$ cat config.mk
export PLATFORM = sky130hd
export DESIGN_NAME = id_ex_pipe
export DESIGN_NICKNAME = d
export VERILOG_FILES = /design/src/rtl/id_ex_pipe_pkg.sv /design/src/rtl/id_ex_pipe_load_use_detect.sv /design/src/rtl/id_ex_pipe.sv
export SDC_FILE = /design/constraint.sdc
export NUM_CORES = 1
export LEC_CHECK = 0
export BUFFER_PORTS_ARGS = -buffer_cell sky130_fd_sc_hd__buf_4
export CORE_ASPECT_RATIO = 1.25
export CORE_MARGIN = 2
export CORE_UTILIZATION = 42
export CTS_CLUSTER_SIZE = 8
export DETAILED_ROUTE_END_ITERATION = 16
export PLACE_DENSITY_LB_ADDON = 0.05
export SYNTH_ARGS = -nofsm -noshare
export SYNTH_HDL_FRONTEND = slang
export SYNTH_SLANG_ARGS = --single-unit
$ cat constraint.sdc
create_clock -name clk -period 1.6 [get_ports clk]
set_input_delay 0.24 -clock clk [delete_from_list [all_inputs] [get_ports clk]]
set_output_delay 0.24 -clock clk [all_outputs]
set_load 0.01 [all_outputs]
$ cat src/rtl/id_ex_pipe_pkg.sv
`default_nettype none
// ============================================================================
// Module   : id_ex_pipe_pkg
// Purpose  : Shared constants for the ID/EX pipeline register:
//            - control-vector bit positions
//            - ALUOp encodings
//            - default field widths
// Revision : 1.0  initial release
// ============================================================================
package id_ex_pipe_pkg;

  localparam int DATA_W_DEF     = 32;
  localparam int REG_ADDR_W_DEF = 5;

  // Control vector packing: {alu_src, reg_dst, reg_write, mem_read,
  //                          mem_write, mem_to_reg, branch}
  localparam int CTRL_W          = 7;
  localparam int CTRL_ALU_SRC    = 6;
  localparam int CTRL_REG_DST    = 5;
  localparam int CTRL_REG_WRITE  = 4;
  localparam int CTRL_MEM_READ   = 3;
  localparam int CTRL_MEM_WRITE  = 2;
  localparam int CTRL_MEM_TO_REG = 1;
  localparam int CTRL_BRANCH     = 0;

  // ALUOp encodings consumed by alu_control
  localparam logic [1:0] ALUOP_ADD   = 2'b00;
  localparam logic [1:0] ALUOP_SUB   = 2'b01;
  localparam logic [1:0] ALUOP_FUNCT = 2'b10;

endpackage : id_ex_pipe_pkg
`default_nettype wire

$ cat src/rtl/id_ex_pipe_load_use_detect.sv
`default_nettype none
// ============================================================================
// Module   : id_ex_pipe_load_use_detect
// Purpose  : Combinational load-use hazard compare.
//            Flags when the load in EX writes a register that the
//            instruction in decode reads. Register 0 never hazards.
// Revision : 1.0  initial release
// ============================================================================
module id_ex_pipe_load_use_detect #(
  parameter int REG_ADDR_W = 5
) (
  input  logic                  ex_valid_i,
  input  logic                  ex_mem_read_i,
  input  logic                  id_valid_i,
  input  logic [REG_ADDR_W-1:0] ex_rt_i,
  input  logic [REG_ADDR_W-1:0] id_rs_i,
  input  logic [REG_ADDR_W-1:0] id_rt_i,
  output logic                  stall_req_o
);

  logic w_rt_nonzero;
  logic w_rt_match;

  // Destination of the load compared against both decode sources
  always_comb begin
    w_rt_nonzero = (ex_rt_i != '0);
    w_rt_match   = (ex_rt_i == id_rs_i) || (ex_rt_i == id_rt_i);
    stall_req_o  = ex_valid_i && ex_mem_read_i && id_valid_i &&
                   w_rt_nonzero && w_rt_match;
  end

endmodule : id_ex_pipe_load_use_detect
`default_nettype wire

$ cat src/rtl/id_ex_pipe.sv
`default_nettype none
// ============================================================================
// Module   : id_ex_pipe
// Purpose  : ID/EX pipeline register with valid bit, stall hold,
//            flush-to-bubble and load-use bubble insertion.
//            Optional macro ID_EX_PERF_CNT_EN adds the perf_bubbles and
//            perf_stalls counters.
// Revision : 1.0  initial release
// ============================================================================
module id_ex_pipe
  import id_ex_pipe_pkg::*;
#(
  parameter int DATA_W     = DATA_W_DEF,
  parameter int REG_ADDR_W = REG_ADDR_W_DEF
) (
  input  logic                  clk,
  input  logic                  rst_n,
  input  logic                  ID_valid,
  input  logic [DATA_W-1:0]     ID_pc_plus4,
  input  logic [DATA_W-1:0]     ID_rs_data,
  input  logic [DATA_W-1:0]     ID_rt_data,
  input  logic [DATA_W-1:0]     ID_sign_imm,
  input  logic [REG_ADDR_W-1:0] ID_rs,
  input  logic [REG_ADDR_W-1:0] ID_rt,
  input  logic [REG_ADDR_W-1:0] ID_rd,
  input  logic [5:0]            ID_funct,
  input  logic [1:0]            ID_alu_op,
  input  logic [CTRL_W-1:0]     ID_ctrl,
  input  logic                  EX_stall,
  input  logic                  EX_flush,
  output logic                  ID_stall_req,
  output logic                  EX_valid,
  output logic [DATA_W-1:0]     EX_pc_plus4,
  output logic [DATA_W-1:0]     EX_rs_data,
  output logic [DATA_W-1:0]     EX_rt_data,
  output logic [DATA_W-1:0]     EX_sign_imm,
  output logic [REG_ADDR_W-1:0] EX_rs,
  output logic [REG_ADDR_W-1:0] EX_rt,
  output logic [REG_ADDR_W-1:0] EX_rd,
  output logic [5:0]            EX_funct,
  output logic [1:0]            EX_alu_op,
  output logic [CTRL_W-1:0]     EX_ctrl
`ifdef ID_EX_PERF_CNT_EN
  ,
  output logic [31:0]           perf_bubbles,
  output logic [31:0]           perf_stalls
`endif
);

  logic                  valid_q,   valid_d;
  logic [DATA_W-1:0]     pc_q,      pc_d;
  logic [DATA_W-1:0]     rs_data_q, rs_data_d;
  logic [DATA_W-1:0]     rt_data_q, rt_data_d;
  logic [DATA_W-1:0]     imm_q,     imm_d;
  logic [REG_ADDR_W-1:0] rs_q,      rs_d;
  logic [REG_ADDR_W-1:0] rt_q,      rt_d;
  logic [REG_ADDR_W-1:0] rd_q,      rd_d;
  logic [5:0]            funct_q,   funct_d;
  logic [1:0]            alu_op_q,  alu_op_d;
  logic [CTRL_W-1:0]     ctrl_q,    ctrl_d;

  logic w_hazard;
  logic w_bubble;
  logic w_load;
  logic w_haz_bubble;

  id_ex_pipe_load_use_detect #(
    .REG_ADDR_W (REG_ADDR_W)
  ) u_load_use_detect (
    .ex_valid_i    (valid_q),
    .ex_mem_read_i (ctrl_q[CTRL_MEM_READ]),
    .id_valid_i    (ID_valid),
    .ex_rt_i       (rt_q),
    .id_rs_i       (ID_rs),
    .id_rt_i       (ID_rt),
    .stall_req_o   (w_hazard)
  );

  // Edge action: flush beats stall, stall beats hazard bubble, else load
  always_comb begin
    w_haz_bubble = !EX_flush && !EX_stall && w_hazard;
    w_load       = !EX_flush && !EX_stall && !w_hazard && ID_valid;
    w_bubble     = EX_flush || (!EX_stall && !w_load);

    valid_d   = valid_q;
    pc_d      = pc_q;
    rs_data_d = rs_data_q;
    rt_data_d = rt_data_q;
    imm_d     = imm_q;
    rs_d      = rs_q;
    rt_d      = rt_q;
    rd_d      = rd_q;
    funct_d   = funct_q;
    alu_op_d  = alu_op_q;
    ctrl_d    = ctrl_q;

    if (w_bubble) begin
      // A bubble is the reset image: ALUOp 00 selects add, no side effects
      valid_d   = 1'b0;
      pc_d      = '0;
      rs_data_d = '0;
      rt_data_d = '0;
      imm_d     = '0;
      rs_d      = '0;
      rt_d      = '0;
      rd_d      = '0;
      funct_d   = '0;
      alu_op_d  = ALUOP_ADD;
      ctrl_d    = '0;
    end else if (w_load) begin
      valid_d   = 1'b1;
      pc_d      = ID_pc_plus4;
      rs_data_d = ID_rs_data;
      rt_data_d = ID_rt_data;
      imm_d     = ID_sign_imm;
      rs_d      = ID_rs;
      rt_d      = ID_rt;
      rd_d      = ID_rd;
      funct_d   = ID_funct;
      alu_op_d  = ID_alu_op;
      ctrl_d    = ID_ctrl;
    end
  end

  // Pipeline register state, reset overrides every other input
  always_ff @(posedge clk) begin
    if (!rst_n) begin
      valid_q   <= 1'b0;
      pc_q      <= '0;
      rs_data_q <= '0;
      rt_data_q <= '0;
      imm_q     <= '0;
      rs_q      <= '0;
      rt_q      <= '0;
      rd_q      <= '0;
      funct_q   <= '0;
      alu_op_q  <= '0;
      ctrl_q    <= '0;
    end else begin
      valid_q   <= valid_d;
      pc_q      <= pc_d;
      rs_data_q <= rs_data_d;
      rt_data_q <= rt_data_d;
      imm_q     <= imm_d;
      rs_q      <= rs_d;
      rt_q      <= rt_d;
      rd_q      <= rd_d;
      funct_q   <= funct_d;
      alu_op_q  <= alu_op_d;
      ctrl_q    <= ctrl_d;
    end
  end

`ifdef ID_EX_PERF_CNT_EN
  logic [31:0] perf_bubbles_q;
  logic [31:0] perf_stalls_q;

  // Counters for hazard bubbles and downstream hold cycles, wrap naturally
  always_ff @(posedge clk) begin
    if (!rst_n) begin
      perf_bubbles_q <= '0;
      perf_stalls_q  <= '0;
    end else begin
      if (w_haz_bubble) perf_bubbles_q <= perf_bubbles_q + 32'd1;
      if (!EX_flush && EX_stall) perf_stalls_q <= perf_stalls_q + 32'd1;
    end
  end

  assign perf_bubbles = perf_bubbles_q;
  assign perf_stalls  = perf_stalls_q;
`else
  logic w_unused_haz_bubble;
  assign w_unused_haz_bubble = w_haz_bubble;
`endif

  assign ID_stall_req = w_hazard;
  assign EX_valid     = valid_q;
  assign EX_pc_plus4  = pc_q;
  assign EX_rs_data   = rs_data_q;
  assign EX_rt_data   = rt_data_q;
  assign EX_sign_imm  = imm_q;
  assign EX_rs        = rs_q;
  assign EX_rt        = rt_q;
  assign EX_rd        = rd_q;
  assign EX_funct     = funct_q;
  assign EX_alu_op    = alu_op_q;
  assign EX_ctrl      = ctrl_q;

endmodule : id_ex_pipe
`default_nettype wire

After elaboration in Yosys (flattened, before gate mapping):

Index checks and enable logic that the tools add are counted.

* bitwise gates (word level): 1
* reductions and logical operators: 16
* equality and inequality tests: 2

Operators with widths (count)
* == test 5 bit: 2
* logical AND 1 bit: 8
* nonzero test 5 bit: 1
* logical NOT 1 bit: 4
* logical OR 1 bit: 2
* OR reduction 2 bit: 1
* NOT 1 bit: 1

* output and inout bits: 160
* register bits after elaboration: 159
* input bits: 163

Longest topological paths before layout:

Gate-level depths: netlist of the first run.

* word-level depth: 11
* gate-level depth with buffers: 6

Cells and area by module:

Synthesis of the first run repeated with hierarchy kept, for this count alone.

* cells, all modules: 709
* area total of the unflattened synthesis: 5669.2 um^2

By module, submodules not included
* id_ex_pipe: cells an instance 692, area an instance 5540.3 um^2, instances 1, sequential area each 3183.1 um^2
* id_ex_pipe_load_use_detect: cells an instance 17, area an instance 128.9 um^2, instances 1, sequential area each 0.0 um^2

Worst setup path after synthesis of the first run:

Ideal clock, no wire load.

* kind: reg-to-output
* start point: register rt_q[0] (netlist: EX_rt[0])
* end point: output ID_stall_req
* slack: -0.209 ns
* cell stages (with the launch flop): 6
* path buffers: 2
* data arrival time: 1.569 ns
* cell sequence: dfxtp_1 or4_1 o2111ai_2 buf_6 buf_6 nor2b_1

* word-level cells in the longest chain between the ends: 3
* elaborated cells between the ends (all ways): 6
* classes of those cells: eq/ne: 2; reduce/logical: 4

RTL lines
* start, declared: RTL line id_ex_pipe.sv:56 `logic [REG_ADDR_W-1:0] rt_q, rt_d;`
* start signal, assigned: RTL line id_ex_pipe.sv:146 `rt_q <= rt_d;`
* == test 5 bit / nonzero test 5 bit (equally long branches): RTL line id_ex_pipe_load_use_detect.sv:27, id_ex_pipe_load_use_detect.sv:26
* logical OR 1 bit / logical AND 1 bit (equally long branches): RTL line id_ex_pipe_load_use_detect.sv:27, id_ex_pipe_load_use_detect.sv:28
* logical AND 1 bit (*): RTL line id_ex_pipe_load_use_detect.sv:29 `w_rt_nonzero && w_rt_match;`
* end, declared: RTL line id_ex_pipe.sv:31 `output logic ID_stall_req,`

Mark *: on every way between the ends. The rest lies on a longest branch, timed or not.

Worst setup path in the final report of the first run:

Ends and elaborated chain as after synthesis.

==> impl_metrics.py, run 1 <==
metrics = {
    "sta": {
        "relSlewSlack_pct": 71.3,
        "rsz0062_at_grt": "yes",
        "setup_violations": 160,
        "fmax_mhz": 483,
        "tns_ns": -54.19,
        "min_period_ns": 2.07,
        "skew_ns": 0.0111,
        "hold_viol": 0,
        "fin_ws_ns": -0.472,
        "post-route-period-util_pct": 129,
        "worst_pin_slew_ns": 0.430,
        "slew_viol_final": 0,
    },
    "grt": {
        "grt_max_degree": 89,
        "grt_pass1_wl_mm": 33.1,
        "overflow": 0,
        "grt_pass1_vias": 6219,
        "antenna_found_initial": 0,
        "grt_usage_pct": 25.1,
    },
    "logic_synthesis": {
        "ys_seq_area_share_pct": 48.5,
        "yosysTopAreaCellShare_pct": 48.5,
        "synth-edff-count": 0,
        "ys_warn_count": 0,
        "synth_cells": 744,
        "synth_most_common_cell": "nand2_1",
        "synthArstFlopShare_pct": 0,
        "syn_area_mm2": 0.00656,
        "synth_top_area_cell": "dfxtp_1",
        "syn_nets": 907,
        "synth_cell_types": 19,
        "synth_top_cells_by_count": "161 x nand2_1, 159 x dfxtp_1, 158 x a32oi_1, 110 x o21ai_1, 68 x clkbuf_1",
        "avgSynthCellArea_um2": 8.82,
        "ys_ff_latch": 159,
        "synth_ff_type": "dfxtp_1",
        "synthTopCellsByArea": "dfxtp_1 49%, a32oi_1 21%, nand2_1 9.2%, o21ai_1 8.4%, clkbuf_1 3.9%",
    },
    "pwr": {
        "ir_worst_vdd_mv": 0.558,
        "powerDensity_mw_per_mm2": 902,
        "p_leak_uw": 0.00437,
    },
    "clocking": {
        "cts_inserted_buffers": 17,
        "cts_buffer_depth": 2,
        "cts_root_buf": "clkbuf_16",
        "cts_tree": "done",
        "insertion_delay_ns": 0.42,
        "path_clk_slew_ns": 0.06,
        "clock-sinks": 159,
        "htreeDepth": 4,
    },
    "floorplanning": {
        "die_h_um": 144,
        "die_w_um": 116,
        "core_mm2": 0.0154,
        "die_area_mm2": 0.0166,
        "rows": 51,
        "ios": 323,
        "start_util_pct": 42.5,
    },
    "critical_path": {
        "required_ns": 1.36,
        "worstPathCellList": "or4_4, o2111ai_4, buf_12, nor2b_4, buf_6",
        "start_kind": "flip-flop",
        "cp_max_fo": 2,
        "crit_type": "flip-flop to primary output",
        "critPathSlowestCell": "or4_4",
        "arrival_ns": 1.83,
        "cp-end-kind": "primary output",
        "cpPeakStageDelay_ns": 0.54,
    },
    "final_layout": {
        "nNetsFinal": 1225,
        "drive_above_1_share_pct": 39.6,
        "area_delta_synth_final_pct": 61.6,
        "nFillCells": 1270,
        "final_util_pct": 68.6,
        "multi_input_area_mm2": 0.00301,
        "regArea_mm2": 0.00319,
        "antenna_cells": 0,
        "final_cell_area_mm2": 0.0106,
    },
    "job": {
        "max_cap_viol_count": 0,
    },
    "status": {
        "violations": "setup timing",
        "status": "finished with violations",
    },
    "detailed_routing": {
        "drc_errors": 0,
        "dr_wl_met2_mm": 10.7,
        "wl_met1_mm": 9.49,
        "dr.pass1.iters": 5,
        "vias": 7053,
        "via_per_inst": 5.48,
        "highest_layer": "met4",
        "drt_wl_total_mm": 22.5,
        "ant_nets": 0,
        "wl_met3_mm": 1.74,
        "drtIter0Drc": 629,
        "detail_route.wl_per_cell_um": 17.5,
    },
    "placed_design": {
        "dp_hpwl_mm": 14.4,
        "gp_congestion": 0.777,
        "dpl_cell_area_mm2": 0.00947,
        "port_buffers": 322,
    },
    "worst_hold_path": {
        "hold_path.class": "primary input to flip-flop",
    },
}
## final timing paths
kind	from	endpoint	slack [ns]	depth (start not counted)
worst max register to register	EX_rt[0]$_SDFFE_PP0P_	EX_rs_data[16]$_SDFFE_PP0P_	-0.42	9
worst min-delay path	ID_pc_plus4[23]	EX_pc_plus4[23]$_SDFFE_PP0P_	0.06	3
worst min register to register	EX_pc_plus4[16]$_SDFFE_PP0P_	EX_pc_plus4[16]$_SDFFE_PP0P_	0.47	2
worst max-delay path	EX_rt[0]$_SDFFE_PP0P_	ID_stall_req	-0.47	5
## timing repair
item,CTS,global route
pin swaps,2,2
hold buffers,0,0
resized for setup,12,47
cloned,7,4
setup endpoints to repair,160,160
setup buffers,5,9
## critical path, delay by kind of cell (launching register included)
family                 cells  cell delay [ns]
AND/OR/NAND/NOR            2             0.57
AO/OA/AOI/OAI              1             0.25
flip-flops                 1             0.32
buffers and inverters      2             0.26
## sequential cells by signal, indices dropped and copies added (netlist names), 2 cells and up
| register | cells |
|---|---|
| EX_rt | 5 |
| EX_sign_imm | 32 |
| EX_rs_data | 32 |
| EX_rs | 5 |
| EX_ctrl | 7 |
| EX_rt_data | 32 |
| EX_pc_plus4 | 32 |
| EX_funct | 6 |
| EX_alu_op | 2 |
| EX_rd | 5 |
## placed cells by master, fill, tap and decap left out, types with 2 or more instances in the layout
cell type / synthesis / layout
clkbuf_16: 0 / 21
clkbuf_8: 0 / 2
clkinvlp_4: 0 / 3
clkinv_2: 0 / 3
buf_16: 0 / 5
buf_6: 11 / 4
xnor2_1: 10 / 10
a32oi_2: 0 / 2
o21ai_1: 110 / 149
buf_12: 0 / 31
a32oi_1: 158 / 156
bufinv_16: 0 / 3
nand3_1: 2 / 2
o21ai_0: 48 / 9
buf_4: 1 / 340
bufbuf_16: 0 / 2
dfxtp_1: 159 / 157
clkbuf_1: 68 / 3
nand2_1: 161 / 161
## logic make-up (layout without fill, tap and decap cells)
logic type / Yosys count / after routing / synth area share [%]
AO/OA/AOI/OAI: 320 / 320 / 33.7
XOR/XNOR: 10 / 10 / 1.34
buffers and inverters: 88 / 419 / 6.51
flip-flops: 159 / 159 / 48.5
AND/OR/NAND/NOR: 167 / 167 / 9.90
## report_power, final
part / internal, uW / switching (uW)
logic: 651 / 559
clock network: 2530 / 1610
registers: 4120 / 90.5
## per-layer routing
metal / vias to the layer above / global-route usage, %
li1: 3466 / -
met1: 3270 / 33.1
met2: 279 / 38.9
met3: 38 / 7.47
met4: 0 / 9.46
met5: - / 0
## per-stage QoR
| step | hold WS (ns) | worst slack [ns] | total power (uW) | std cells |
|---|---|---|---|---|
| floorplan | 0.369 | -0.198 | 4700 | 744 |
| CTS | 0.0435 | -0.449 | 9630 | 1274 |
| finish | 0.0634 | -0.472 | 9560 | 1287 |
| detailed placement | 0.454 | -0.243 | 5480 | 1230 |
| global route | 0.0513 | -0.516 | 9930 | 1287 |
| global placement | 0.449 | -0.216 | 5470 | 1230 |
## cell type report
cell class | count | area share (%)
timing repair buffer | 387 | 33.4
sequential | 159 | 30.1
multi-input combinational | 497 | 28.4
clock buffer | 22 | 4.38
tap | 212 | 2.50
clock inverter | 10 | 1.29
Note: power is estimated with default switching activity, not from simulation.
==> inputs of run 2 (changes only) <==
--- a/config.mk
+++ b/config.mk
@@ -15,3 +15,4 @@
 export SYNTH_ARGS = -nofsm -noshare
 export SYNTH_HDL_FRONTEND = slang
 export SYNTH_SLANG_ARGS = --single-unit
+export TNS_END_PERCENT = 30
==> run 2 against run 1 <==
The flow still finishes with violations (setup timing). First-iteration DRC count is 9.2% lower. Sequential share of layout area is 1.0 points higher. Utilization is 2.3 points lower. Die area stayed put.
==> impl_metrics.py, run 2 (synthesized netlist as in run 1, its figures left out) <==
metrics = {
    "detailed_routing": {
        "via_per_inst": 5.50,
        "drc_errors": 0,
        "drtIter0Drc": 571,
        "detail_route.wl_per_cell_um": 17.2,
        "vias": 7029,
        "drt_wl_total_mm": 21.9,
        "ant_nets": 0,
        "dr.pass1.iters": 5,
    },
    "critical_path": {
        "arrival_ns": 1.80,
        "worstPathCellList": "or4_4, o2111ai_4, buf_12, nor2b_4, buf_6",
        "start_kind": "flip-flop",
        "regToRegSetupSlack_ns": -0.26,
        "crit_type": "flip-flop to primary output",
        "cpPeakStageDelay_ns": 0.51,
        "required_ns": 1.36,
        "cp-end-kind": "primary output",
        "crit_buf_inv": 2,
        "crit_family": "simple AND/OR/NAND/NOR gates",
        "cp.depth": 5,
        "cp_max_fo": 2,
        "critPathSlowestCell": "or4_4",
        "r2r_cells": 7,
    },
    "clocking": {
        "cts_tree": "done",
        "path_clk_slew_ns": 0.06,
        "cts_hold_buf": 0,
        "insertion_delay_ns": 0.42,
        "cts_inserted_buffers": 17,
        "cts_root_buf": "clkbuf_16",
        "htreeDepth": 4,
        "clock-sinks": 159,
        "cts_buffer_depth": 2,
    },
    "final_layout": {
        "layout_commonest_cell": "buf_4",
        "nFillCells": 1330,
        "multi_input_area_mm2": 0.00302,
        "regArea_mm2": 0.00319,
        "final_cell_area_mm2": 0.0102,
        "area_delta_synth_final_pct": 56.3,
        "stdcell_count": 1277,
        "final_cell_mix": "344 x buf_4, 160 x nand2_1, 158 x a32oi_1",
        "nNetsFinal": 1216,
        "antenna_cells": 0,
        "final_util_pct": 66.4,
        "drive_above_1_share_pct": 39.4,
    },
    "sta": {
        "setup_violations": 160,
        "slew_viol_final": 0,
        "relSlewSlack_pct": 78.0,
        "post-route-period-util_pct": 127,
        "min_period_ns": 2.04,
        "fmax_mhz": 491,
        "rsz0062_at_grt": "yes",
        "fin_ws_ns": -0.436,
        "worst_pin_slew_ns": 0.330,
        "skew_ns": 0.00684,
        "hold_viol": 0,
    },
    "placed_design": {
        "port_buffers": 322,
        "gp_congestion": 0.810,
        "dpl_cell_area_mm2": 0.00959,
        "dp.cells": 1240,
        "dp_hpwl_mm": 15.2,
    },
    "job": {
        "max_cap_viol_count": 0,
    },
    "floorplanning": {
        "die_area_mm2": 0.0166,
        "ios": 323,
        "core_mm2": 0.0154,
        "rows": 51,
        "die_w_um": 116,
        "die_h_um": 144,
        "start_util_pct": 42.5,
    },
    "pwr": {
        "power.net_switching_uw": 2270,
        "ir_worst_vdd_mv": 0.567,
        "p_leak_uw": 0.00417,
        "power.share.switching_pct": 25.2,
        "pwr-share-comb_pct": 13.6,
        "powerDensity_mw_per_mm2": 880,
        "power.internal_uw": 6740,
        "p_clk_share_pct": 39.7,
        "seqPwrFrac_pct": 46.7,
    },
    "grt": {
        "grt_pass1_wl_mm": 33.0,
        "antenna_found_initial": 0,
        "grt_pass1_vias": 6349,
        "grt_max_degree": 68,
        "overflow": 0,
        "grt_usage_pct": 25.0,
    },
    "worst_hold_path": {
        "hold_path.class": "primary input to flip-flop",
        "hold_depth": 3,
    },
    "status": {
        "violations": "setup timing",
        "status": "finished with violations",
    },
}
run 2: changes by cell type in the layout (fill, tap and decap cells not counted), sizes merged:
cell	change
clkbuf	-4
buf	-5
clkinvlp	+2
bufinv	-3
clkinv	+2
bufbuf	-2
run 2: worst reg2reg max path, cell delays in order (launching register included):
cell,delay (ns)
dfxtp_4,0.34
or4_4,0.51
o2111ai_4,0.23
buf_12,0.15
buf_12,0.18
clkbuf_16,0.20
a32oi_1,0.09
o21ai_1,0.10
run 2: routing by layer:
layer	wire length [um]	vias to the layer above	GRT usage (%)
li1	-	3442	-
met1	8780	3261	31.6
met2	10300	279	38.0
met3	2070	47	9.36
met4	759	0	10.8
met5	0	-	0
run 2: stage by stage:
stage                     hold slack [ns]  setup TNS [ns]  worst slack, ns  power (uW)
after floorplan                     0.369          -16.70           -0.198        4700
after global placement              0.449          -25.84           -0.195        5490
after detailed placement            0.455          -27.40           -0.213        5500
after CTS                          0.0446          -49.64           -0.447        9080
after global routing               0.0523          -46.45           -0.505        9350
final                              0.0584          -32.91           -0.436        9020
run 2: final timing paths:
kind,start,endpoint
setup / recovery,EX_rt[1]$_SDFFE_PP0P_,ID_stall_req
hold / removal,ID_alu_op[0],EX_alu_op[0]$_SDFFE_PP0P_
setup reg to reg,EX_rt[1]$_SDFFE_PP0P_,EX_rt_data[13]$_SDFFE_PP0P_
hold reg to reg,EX_alu_op[0]$_SDFFE_PP0P_,EX_alu_op[0]$_SDFFE_PP0P_
run 2: timing repair:
item | 4_1_cts | 5_1_grt
pin swaps | 8 | 0
setup buffers | 3 | 1
endpoints found under the hold margin | 0 | 0
cloned | 0 | 2
gates resized for setup | 17 | 3
endpoints found under the setup margin | 160 | 160
run 2: final cells by class:
cell class,count,area share (%)
timing repair buffer,378,31.8
tap,212,2.59
sequential,159,31.1
clock inverter,11,0.696
multi-input combinational,497,29.5
clock buffer,20,4.26
run 2: power groups by stage:
stage          clock, uW  combinational [uW]  sequential, uW
6_report            3580                1230            4210
5_1_grt             3800                1330            4230
4_1_cts             3640                1230            4210
3_5_place_dp           0                1210            4290
3_3_place_gp           0                1200            4290
2_1_floorplan          0                 329            4370
==> inputs of run 3 (changes only) <==
--- a/config.mk
+++ b/config.mk
@@ -6,7 +6,6 @@
 export NUM_CORES = 1
 export LEC_CHECK = 0
 export BUFFER_PORTS_ARGS = -buffer_cell sky130_fd_sc_hd__buf_4
-export CORE_ASPECT_RATIO = 1.25
 export CORE_MARGIN = 2
 export CORE_UTILIZATION = 42
 export CTS_CLUSTER_SIZE = 8
==> run 3 against run 2 <==
The flow still finishes with violations (setup timing). Critical endpoint unchanged. Clock skew down 0.00066 ns. Largest cell class unchanged. Setup slack worse by 0.0028 ns. Critical path depth unchanged. Maximum frequency down 0.14%. Sequential cell count unchanged. Wire length down 0.53%. Final area up 1.3%. Die area about the same. Hold slack better by 0.0045 ns. Sequential share of layout area down 0.42 points.
==> impl_metrics.py, run 3 (synthesized netlist as in run 1, its figures left out) <==
metrics = {
    "status": {
        "status": "finished with violations",
        "violations": "setup timing",
    },
    "critical_path": {
        "arrival_ns": 1.80,
        "worstPathCellList": "or4_4, o2111ai_4, buf_12, nor2b_4, buf_6",
        "cp-end-kind": "primary output",
        "cp_max_fo": 2,
        "regToRegSetupSlack_ns": -0.35,
        "crit_buf_inv": 2,
        "crit_type": "flip-flop to primary output",
        "cp.depth": 5,
        "crit_family": "simple AND/OR/NAND/NOR gates",
        "required_ns": 1.36,
        "critPathSlowestCell": "or4_4",
        "cpPeakStageDelay_ns": 0.54,
        "start_kind": "flip-flop",
        "r2r_cells": 7,
    },
    "final_layout": {
        "drive_above_1_share_pct": 39.8,
        "stdcell_count": 1279,
        "final_cell_mix": "345 x buf_4, 161 x nand2_1, 158 x a32oi_1",
        "final_util_pct": 68.1,
        "nFillCells": 1267,
        "nNetsFinal": 1220,
        "layout_commonest_cell": "buf_4",
        "multi_input_area_mm2": 0.00303,
        "area_delta_synth_final_pct": 58.3,
        "regArea_mm2": 0.00319,
        "antenna_cells": 0,
    },
    "detailed_routing": {
        "vias": 6964,
        "dr.pass1.iters": 5,
        "drc_errors": 0,
        "drt_wl_total_mm": 21.8,
        "ant_nets": 0,
        "drtIter0Drc": 514,
        "via_per_inst": 5.44,
        "detail_route.wl_per_cell_um": 17.0,
    },
    "floorplanning": {
        "start_util_pct": 43.0,
        "die_w_um": 129,
        "core_mm2": 0.0153,
        "rows": 45,
        "die_h_um": 129,
        "ios": 323,
        "die_area_mm2": 0.0166,
    },
    "pwr": {
        "p_leak_uw": 0.00425,
        "ir_worst_vdd_mv": 0.705,
        "powerDensity_mw_per_mm2": 936,
    },
    "grt": {
        "grt_pass1_vias": 6229,
        "antenna_found_initial": 0,
        "grt_max_degree": 82,
        "grt_pass1_wl_mm": 33.0,
        "grt_usage_pct": 24.9,
        "overflow": 0,
    },
    "sta": {
        "slew_viol_final": 0,
        "worst_pin_slew_ns": 0.387,
        "relSlewSlack_pct": 74.2,
        "rsz0062_at_grt": "yes",
        "skew_ns": 0.00618,
        "fin_ws_ns": -0.438,
        "hold_viol": 0,
        "fmax_mhz": 491,
        "setup_violations": 160,
        "min_period_ns": 2.04,
        "post-route-period-util_pct": 127,
    },
    "clocking": {
        "cts_tree": "done",
        "cts_root_buf": "clkbuf_16",
        "clock-sinks": 159,
        "cts_buffer_depth": 2,
        "insertion_delay_ns": 0.42,
        "cts_hold_buf": 0,
        "cts_inserted_buffers": 17,
        "htreeDepth": 4,
        "path_clk_slew_ns": 0.06,
    },
    "placed_design": {
        "dp_hpwl_mm": 14.9,
        "gp_congestion": 0.816,
        "dp.cells": 1236,
        "port_buffers": 322,
    },
    "job": {
        "max_cap_viol_count": 0,
    },
    "worst_hold_path": {
        "hold_depth": 3,
        "hold_path.class": "primary input to flip-flop",
    },
}
[run 3: repair_timing]
action	4_1_cts	5_1_grt
endpoints found under the setup margin	160	160
cloned	1	0
setup buffers	11	1
pin swaps	5	0
gates resized for setup	13	10
[run 3: area by class of cell]
cell class | instances | area share, %
Tap cell | 211 | 2.54
Clock inverter | 12 | 1.63
Clock buffer | 18 | 4.23
Multi-Input combinational cell | 497 | 29.1
Sequential cell | 159 | 30.7
Timing Repair Buffer | 382 | 31.8
[run 3: tightest hold or removal path, delay by kind of cell]
kind	cells	cell delay, ns
buffers and inverters	1	0.08
AOI/OAI and AO/OA	2	0.13
[run 3: layer usage]
layer | share of wire [%] | track usage, %
met4 | 1.8 | 7.93
met1 | 41 | 31.5
met5 | 0 | 0
met3 | 8.6 | 8.77
met2 | 48 | 39.7
[run 3: power breakdown]
group	internal, uW	leakage, uW	total, uW	switching (uW)
Combinational	690	0.00265	1260	570
Clock	2620	0.000297	4250	1630
Sequential	4120	0.00130	4210	90.6
Total	7430	0.00425	9720	2290
[run 3: final timing paths]
check / start / end
worst max-delay path: EX_rt[0]$_SDFFE_PP0P_ / ID_stall_req
worst min-delay path: ID_ctrl[5] / EX_ctrl[5]$_SDFFE_PP0P_
worst max register to register: EX_rt[0]$_SDFFE_PP0P_ / EX_rt_data[22]$_SDFFE_PP0P_
worst min register to register: EX_ctrl[1]$_SDFFE_PP0P_ / EX_ctrl[1]$_SDFFE_PP0P_
[run 3: per-stage QoR]
stage / TNS, ns / hold slack [ns] / power [uW] / setup WS [ns] / cell area, um2
after floorplan: -16.70 / 0.369 / 4700 / -0.198 / 6570
after global placement: -29.80 / 0.448 / 5490 / -0.222 / 9570
after CTS: -55.23 / 0.0442 / 9770 / -0.444 / 10400
after detailed placement: -32.33 / 0.455 / 5510 / -0.256 / 9570
after global routing: -61.59 / 0.0525 / 10100 / -0.506 / 10400
final: -48.10 / 0.0629 / 9720 / -0.438 / 10400
